===== src/rtl/instr_register_pkg.sv =====
// ============================================================================
//  Module      : instr_register_pkg
//  Description : Shared types for the instruction register and the execution
//                unit: opcodes, operands, addresses, instruction word, the
//                64-bit signed result type and the executor FSM states.
//  Revision    : 1.0 - initial release
// ============================================================================
`default_nettype none

package instr_register_pkg;

    typedef enum logic [2:0] {
        ZERO  = 3'd0,
        PASSA = 3'd1,
        PASSB = 3'd2,
        ADD   = 3'd3,
        SUB   = 3'd4,
        MULT  = 3'd5,
        DIV   = 3'd6,
        MOD   = 3'd7
    } opcode_t;

    typedef logic signed [31:0] operand_t;
    typedef logic [4:0]         address_t;

    typedef struct packed {
        opcode_t  opc;
        operand_t op_a;
        operand_t op_b;
    } instruction_t;

    typedef logic signed [63:0] result_t;

    localparam int MAX_INSTR = 32;

    typedef enum logic [1:0] {
        S_IDLE  = 2'd0,
        S_RUN   = 2'd1,
        S_DRAIN = 2'd2,
        S_DONE  = 2'd3
    } exec_state_t;

    // Requested run length saturates at the size of the register file.
    function automatic logic [5:0] clamp_count(input logic [5:0] n);
        if (n > 6'(MAX_INSTR)) begin
            return 6'(MAX_INSTR);
        end
        return n;
    endfunction

endpackage

`default_nettype wire


===== src/rtl/instr_alu.sv =====
// ============================================================================
//  Module      : instr_alu
//  Description : Combinational opcode evaluation. Operands are sign-extended
//                to 64 bits before any arithmetic. Divider logic is present
//                only when INSTR_EXEC_DIV_EN is defined; otherwise DIV/MOD
//                return zero with div_zero clear.
//  Revision    : 1.0 - initial release
// ============================================================================
`default_nettype none

module instr_alu
    import instr_register_pkg::*;
(
    input  instruction_t instr,
    output result_t      result,
    output logic         div_zero
);

    result_t a_ext;
    result_t b_ext;

    assign a_ext = {{32{instr.op_a[31]}}, instr.op_a};
    assign b_ext = {{32{instr.op_b[31]}}, instr.op_b};

    // Select the arithmetic result for the current opcode.
    always_comb begin
        result   = '0;
        div_zero = 1'b0;
        case (instr.opc)
            ZERO:  result = '0;
            PASSA: result = a_ext;
            PASSB: result = b_ext;
            ADD:   result = a_ext + b_ext;
            SUB:   result = a_ext - b_ext;
            MULT:  result = a_ext * b_ext;
`ifdef INSTR_EXEC_DIV_EN
            // A zero divisor yields zero and is flagged instead of computed.
            DIV: begin
                if (instr.op_b == '0) div_zero = 1'b1;
                else                  result   = a_ext / b_ext;
            end
            MOD: begin
                if (instr.op_b == '0) div_zero = 1'b1;
                else                  result   = a_ext % b_ext;
            end
`else
            DIV:   result = '0;
            MOD:   result = '0;
`endif
            default: result = '0;
        endcase
    end

endmodule

`default_nettype wire


===== src/rtl/instr_exec_unit.sv =====
// ============================================================================
//  Module      : instr_exec_unit
//  Description : Walks the instruction register from address 0, evaluates each
//                instruction through instr_alu and holds one result in an
//                output register under a valid/ready handshake.
//                Optional divider: define INSTR_EXEC_DIV_EN.
//  Revision    : 1.0 - initial release
// ============================================================================
`default_nettype none

module instr_exec_unit
    import instr_register_pkg::*;
(
    input  logic         clk,
    input  logic         reset_n,
    input  logic         start,
    input  logic [5:0]   num_instr,
    output address_t     read_pointer,
    input  instruction_t instruction_word,
    output result_t      result,
    output opcode_t      result_opcode,
    output address_t     result_addr,
    output logic         div_zero,
    output logic         result_valid,
    input  logic         result_ready,
    output logic         busy,
    output logic         done
);

    exec_state_t state_q, state_d;
    logic [5:0]  remaining_q, remaining_d;
    address_t    rp_q, rp_d;
    result_t     result_q, result_d;
    opcode_t     opc_q, opc_d;
    address_t    addr_q, addr_d;
    logic        dz_q, dz_d;
    logic        valid_q, valid_d;

    result_t     alu_result;
    logic        alu_div_zero;
    logic        issue;
    logic        accept;

    instr_alu u_alu (
        .instr    (instruction_word),
        .result   (alu_result),
        .div_zero (alu_div_zero)
    );

    // An issue may refill the output register in the same cycle it drains.
    assign accept = valid_q && result_ready;
    assign issue  = (state_q == S_RUN) && (!valid_q || result_ready);

    // State and datapath registers; reset discards any pending result.
    always_ff @(posedge clk or negedge reset_n) begin
        if (!reset_n) begin
            state_q     <= S_IDLE;
            remaining_q <= '0;
            rp_q        <= '0;
            result_q    <= '0;
            opc_q       <= ZERO;
            addr_q      <= '0;
            dz_q        <= 1'b0;
            valid_q     <= 1'b0;
        end else begin
            state_q     <= state_d;
            remaining_q <= remaining_d;
            rp_q        <= rp_d;
            result_q    <= result_d;
            opc_q       <= opc_d;
            addr_q      <= addr_d;
            dz_q        <= dz_d;
            valid_q     <= valid_d;
        end
    end

    // Next state, instruction sequencing and output-register loading.
    always_comb begin
        state_d     = state_q;
        remaining_d = remaining_q;
        rp_d        = rp_q;
        result_d    = result_q;
        opc_d       = opc_q;
        addr_d      = addr_q;
        dz_d        = dz_q;
        valid_d     = valid_q;

        if (accept) valid_d = 1'b0;

        case (state_q)
            S_IDLE: begin
                if (start) begin
                    remaining_d = clamp_count(num_instr);
                    rp_d        = '0;
                    state_d     = (clamp_count(num_instr) == 6'd0) ? S_DONE : S_RUN;
                end
            end
            S_RUN: begin
                if (issue) begin
                    result_d    = alu_result;
                    opc_d       = instruction_word.opc;
                    addr_d      = rp_q;
                    dz_d        = alu_div_zero;
                    valid_d     = 1'b1;
                    remaining_d = remaining_q - 6'd1;
                    // The pointer stops on the last address rather than wrapping.
                    if (remaining_q == 6'd1) state_d = S_DRAIN;
                    else                     rp_d    = rp_q + 5'd1;
                end
            end
            S_DRAIN: begin
                if (accept) state_d = S_DONE;
            end
            S_DONE: begin
                state_d = S_IDLE;
            end
            default: state_d = S_IDLE;
        endcase
    end

    // Status outputs decoded from the current state.
    always_comb begin
        busy = (state_q != S_IDLE);
        done = (state_q == S_DONE);
    end

    assign read_pointer  = rp_q;
    assign result        = result_q;
    assign result_opcode = opc_q;
    assign result_addr   = addr_q;
    assign div_zero      = dz_q;
    assign result_valid  = valid_q;

endmodule

`default_nettype wire


===== config.mk =====
export PLATFORM = sky130hd
export DESIGN_NAME = instr_exec_unit
export DESIGN_NICKNAME = d
export VERILOG_FILES = /design/src/rtl/instr_register_pkg.sv /design/src/rtl/instr_alu.sv /design/src/rtl/instr_exec_unit.sv
export SDC_FILE = /design/constraint.sdc
export NUM_CORES = 2
export LEC_CHECK = 0
export BUFFER_PORTS_ARGS = -buffer_cell sky130_fd_sc_hd__buf_2
export CAP_MARGIN = 0
export CORE_MARGIN = 2
export CORE_UTILIZATION = 45
export CTS_CLUSTER_DIAMETER = 200
export CTS_CLUSTER_SIZE = 12
export DETAILED_ROUTE_END_ITERATION = 7
export GPL_TIMING_DRIVEN = 1
export PLACE_DENSITY = 0.6
export SLEW_MARGIN = 10
export SYNTH_ARGS = -nofsm -noshare
export SYNTH_HDL_FRONTEND = slang
export SYNTH_SLANG_ARGS = --single-unit

===== constraint.sdc =====
create_clock -name clk -period 4.72 [get_ports clk]
set_clock_uncertainty 0.15 [all_clocks]
set_input_delay 0.944 -clock clk [delete_from_list [all_inputs] [get_ports clk]]
set_output_delay 0.944 -clock clk [all_outputs]
set_load 0.05 [all_outputs]

After elaboration in Yosys (flattened, before gate mapping)
Cells that the tools add are included.
- output and inout bits: 81
- bits in registers: 86
- logic and storage cells: 66
- input bits: 77
- reductions and logical operators: 14
- equal/unequal tests: 16
- $lt $le $gt $ge: 1
- $add $sub $neg: 4
- $mul: 1
- muxes and demuxes: 23
- operators with widths (cell ; number):
    64-bit case mux with 6 select lines ; 1
    32-bit by 32-bit multiplier with 64-bit output ; 1
    32-bit by 32-bit adder with 33-bit output ; 1
    32-bit by 32-bit subtractor with 33-bit output ; 1
    6-bit two-way mux ; 5
    5-bit two-way mux ; 3
    3-bit equality test (second input constant) ; 4
    6-bit case mux with 2 select lines ; 1
    2-bit two-way mux ; 5
    5-bit case mux with 2 select lines ; 1
    2-bit inequality test (second input constant) ; 4
    2-bit case mux with 4 select lines ; 1
    4-bit AND reduction ; 2
    3-bit by 2-bit equality test with 1-bit output (second input constant) ; 2
    6-bit by 1-bit equality test with 1-bit output (second input constant) ; 1
    6-bit > comparator (second input constant) ; 1
    6-bit zero test ; 1
    1-bit two-way mux ; 6
    6-bit by 1-bit subtractor with 6-bit output (second input constant) ; 1
    5-bit by 1-bit adder with 5-bit output (second input constant) ; 1
    2-bit equality test (second input constant) ; 2
    2-bit nonzero test ; 2
    3-bit by 1-bit equality test with 1-bit output (second input constant) ; 1
    3-bit zero test ; 1
    other kinds (9) ; 10

Logic depth before layout (Yosys ltp)
- depth after elaboration: 11
- gate-level depth with buffers: 29
- mapped depth without buffers: 27

Modules after synthesis
Synthesis repeated with hierarchy kept, for this count alone.
- cell total of the unflattened synthesis: 4863
- area total of the unflattened synthesis: 44317.5 um^2
- modules (own cells, without submodules) (module ; sequential area each (um^2) ; cells each ; area an instance (um^2) ; times used):
    instr_alu ; 0.0 ; 4611 ; 40714.0 ; 1
    instr_exec_unit ; 2177.1 ; 252 ; 3603.5 ; 1

Worst setup path before layout
Ideal clock, no wire load.
- path kind: input to register
- from: input port instruction_word[63] in the netlist's numbering
- to: register result_q[62] (netlist: result[62])
- library setup time: 0.077 ns
- setup slack: -4.040 ns
- arrival: 8.532 ns
- buffers on the path: 2
- data required time: 4.493 ns
- stages: 27
- cell sequence: clkbuf_1 -> buf_1 -> nand2_1 -> inv_1 -> fa_1 -> fa_1 -> fa_1 -> fa_1 -> inv_1 -> fa_1 -> inv_1 -> fa_1 -> inv_1 -> fa_1 -> inv_1 -> fa_1 -> ha_1 -> inv_1 -> nor3_1 -> nor4bb_1 -> and3_1 -> a32o_1 -> o21a_1 -> a41oi_1 -> xnor2_1 -> nand2_1 -> a21oi_1
- cells in the longest elaborated chain, start to end: 2
- elaborated cells between the ends (all ways): 4
- classes of those cells: add/sub (2); mul (1); mux (1)
- RTL lines (what ; RTL line ; source):
    start: declaration ; instr_exec_unit.sv:19 ; input instruction_t instruction_word,
    32-bit by 32-bit multiplier with 64-bit output, or another cell as far along ; instr_alu.sv:35 ; MULT: result = a_ext * b_ext;
    64-bit case mux with 6 select lines (*) ; instr_alu.sv:29 ; case (instr.opc)
    end signal: assignment ; instr_exec_unit.sv:69 ; result_q <= result_d;
    end: declaration ; instr_exec_unit.sv:33 ; result_t result_q, result_d;
Mark *: on every way between the ends. The rest lies on a longest branch, timed or not.
A chain may end at the register's enable or synchronous reset.

Worst setup path in the final report
- from: input port instruction_word[45] in the netlist's numbering
- to: register result_q[63] (netlist: result[63])
The elaborated chain is that of the path after synthesis.

==> key figures <==
Yosys
  • Library cell with the highest instance count after synthesis: fa_1
  • Area fraction in compound gates after synthesis: 9.235%
  • Number of enable-type register cells in the synthesized netlist: 0
  • Net count after synthesis: about 6300
  • Syn_area_per_cell: 8.916 µm²
  • Simple-gate share of the synthesized area: 16.32%
  • Sequential area share after synthesis: 4.895%
  • List of most frequent post-synthesis cells: 1084 x fa_1, 1031 x inv_1, 631 x nand2_1, 472 x and2_1, 257 x ha_1
  • Area leader, netlist: fa_1
  • Area share of the largest cell type after synthesis: about half
  • Share of synthesized cell area in full adder, half adder and majority cells: approximately 57%
  • Number of distinct library cell variants in the gate-level netlist after synthesis: a little over 90
  • Main synth FF type: dfrtp_1
  • Fraction of registers with async set or reset after synthesis: 100.0%
  • Largest family of logic cells by synthesized area: adder cells
  • Cells after synthesis: 4931
  • Area of the mapped netlist: around 44000 µm²
  • Xor-xnor portion of the synthesized cell area: 1.355%
  • Yosys reg bits: 86
  • Multiplexer area fraction after synthesis: 0.2049%
  • Number of warnings issued by yosys: 0
  • Top post-synthesis cells by area: fa_1 49%, inv_1 8.8%, ha_1 7.3%

Timing
  • Final number of setup-violating endpoints: 58
  • Highest clock rate: 0.1262 GHz
  • Number of max-slew violations in the final report: 0
  • Minimum setup slack in the final design: -3204 ps
  • Final Hold Viols: 0
  • RSZ-0062 raised after global routing: yes
  • Worst Max-Slew Pin Slew: 956.8 ps
  • Tightest slew margin relative to the limit: 36.22%
  • Worst hold slack across all endpoints: 332.0 ps
  • Share of the clock period used by the worst path after layout: 167.9%
  • Post-route setup TNS: -156190 ps
  • Final critical path time including I/O delays and setup: 7924 ps

Global route
  • Antenna violations before repair: 11
  • Largest net degree at the start of global routing: 69
  • Gr usage total: 33.58%
  • Grt total ovfl: 0
  • First-pass GRT wire length: roughly 250000 µm
  • Via count of the first global-routing pass: between 40000 and 50000

Die
  • Die area: ~100000 µm²
  • Total core area: 96710 µm²
  • Effective utilization at floorplan: 45.46%
  • FP Rows: 114
  • Vert. Die Dim: 316.6 µm
  • Number of ports placed on the die boundary: 158
  • Chip width: 316.6 µm

Placed design
  • Placed cell areas: 51970 µm²
  • Number of input and output port buffers inserted: 156
  • GP Congestion: 0.9901
  • HPWL Detailed: 133400 µm

Clocking
  • Number of clock buffers inserted by TritonCTS: 9
  • Clock transition at the registers of the reported paths: 70 ps
  • Clk root buf: clkbuf_16
  • Clock tree from TritonCTS: built
  • H-Tree Depth: 3
  • Maximum count of clock buffers along a single path: 2
  • Hold buffers post-CTS: 0
  • Source-to-sink clock delay at the later pin of the worst-skew pair: 360 ps
  • Count of clock tree sinks: 86

Worst setup path
  • Critical R2R Capture: result[61]
  • Critical path start-end classification: in -> reg
  • Worst reg2reg path startpoint: state_q[1]
  • Number of cells traversed by the worst register-to-register path: 7
  • Type of destination of the critical path: flip-flop
  • Maximum fanout along the worst path: 6
  • Crit path required time: slightly below 5000 ps
  • Element type at the critical path start: primary input
  • CP Data Arrival Time: 8020 ps
  • Register-to-register setup slack: ~1600 ps

Final layout
  • Count of nets after finishing: 7107
  • Fraction of layout instances using a drive strength above 1: around 29%
  • Layout Utilization: between 50% and 60%
  • Layout area overhead: 30.51%
  • Area of all placed cells without fillers: between 50000 and 60000 µm²

Outcome
  • Violations in the final reports: setup timing
  • Run status: finished with violations

Routing
  • Detail Route Antenna Nets: 0
  • Uppermost layer routed: met5
  • Average wire length per cell after detail routing: 23.86 µm
  • Routed via count divided by cell count: 5.465
  • Remaining DRCs: 0
  • Aggregate routed wire length: 166400 µm
  • Wire length on met3: approximately 12000 µm
  • 1st-pass router iterations: 6
  • Routed length on met1: about 66000 µm
  • Number of vias after detailed routing: 38110
  • Sum of met2 wire segment lengths after detailed routing: 78450 µm
  • Initial drt markers: 2865

Worst hold path
  • Hold Path Class: reg -> reg
  • Min-Delay Path Depth: 2
  • Hold Crit Start: result_addr[0]
  • Sink of the worst hold path: result_addr[0]

Run
  • Number of violations of the max-capacitance limit: 0
[cells in the final DEF, fill, tap and decap left out, drive strengths merged, types with 9 or more instances in the layout]
| cell | Yosys | final |
|---|---|---|
| fa | 1084 | 1084 |
| inv | 1031 | 1031 |
| buf | 28 | 1014 |
| nand2 | 631 | 631 |
| and2 | 472 | 472 |
| ha | 257 | 257 |
| a21oi | 215 | 215 |
| nor2 | 198 | 198 |
| o21ai | 125 | 125 |
| dfrtp | 86 | 86 |
| a21o | 46 | 46 |
| xnor2 | 40 | 40 |
| a31oi | 37 | 37 |
| nand3 | 36 | 36 |
| o22ai | 34 | 34 |
| xor2 | 28 | 28 |
| nor3 | 26 | 26 |
| nand2b | 25 | 25 |
| o21bai | 21 | 21 |
| o211ai | 18 | 18 |
| nand4 | 16 | 16 |
| or3 | 15 | 15 |
| clkbuf | 250 | 14 |
| nor2b | 13 | 13 |
| o21a | 12 | 12 |
| and3 | 12 | 12 |
| o31ai | 11 | 11 |
| a221oi | 11 | 11 |
| a211oi | 11 | 11 |
| o221ai | 10 | 10 |
| mux2i | 9 | 9 |
[per-layer routing]
metal  GRT usage, %  vias up
met2          54.78     1500
li1               -    16400
met4          15.18        8
met1          44.42    19820
met3          5.043      389
met5              0        -
[sequential cells by signal (all words and copies together), names as in the netlist]
signal	count
state_q	2
result_addr	5
remaining_q	6
result	64
read_pointer	5
result_valid	1
result_opcode	3
[logic make-up after synthesis]
group | count (synthesis)
compound gates | 634
xor+xnor | 68
fa+ha+maj | 1341
buf+inv | 1313
flops | 86
mux | 9
other cells | 1
simple gates | 1479
[stage by stage]
step | cells | worst slack (ps)
after floorplan | 4931 | -3401
after global placement | 6814 | -4131
after detailed placement | 6814 | -4089
after CTS | 6927 | -3203
after global routing | 6971 | -3420
final | 6974 | -3204
[repair_timing]
| item | 4_1_cts | 5_1_grt |
|---|---|---|
| resized for setup | 583 | 269 |
| setup endpoints to repair | 59 | 59 |
| buffers inserted | 94 | 48 |
| pin swaps | 305 | 257 |
| gates cloned | 16 | 5 |
[final cells by class]
type | count | area (µm²)
clock inverter | 7 | 78.83
multi-input combinational | 3532 | 39880
tap | 1276 | 1597
clock buffer | 9 | 225.2
timing repair buffer | 1026 | 9527
antenna | 4 | 10.01
sequential | 86 | 2152
fill | 8463 | 39330
inverter | 1034 | 3904
[worst max-delay path by stage]
stage	startpoint	end	slack, ps	cells after the start
after floorplan	instruction_word[63]	result[61]	-3400	25
after CTS	instruction_word[63]	result[57]	-3200	24
after global routing	instruction_word[63]	result[62]	-3420	25
after detailed placement	instruction_word[8]	result[54]	-4090	27
final	instruction_word[45]	result[63]	-3200	27
after global placement	instruction_word[8]	result[54]	-4130	27
[critical path, cell delays in order]
cell	delay, ps
buf_12	110
buf_12	130
buf_12	130
and2_4	130
fa_1	570
fa_2	470
fa_1	530
inv_2	40
fa_1	490
inv_1	50
fa_1	490
fa_1	430
fa_2	570
fa_1	450
ha_4	250
a211oi_4	280
o21bai_2	130
nor4_2	340
buf_4	190
nand3_4	80
a31oi_4	260
a2bb2oi_4	140
buf_6	160
and3_4	140
or3_1	330
nand3_1	90
a21oi_1	60
Power is not shown: default switching activity piles up to over one toggle a cycle in this logic, so the estimate is an artifact.
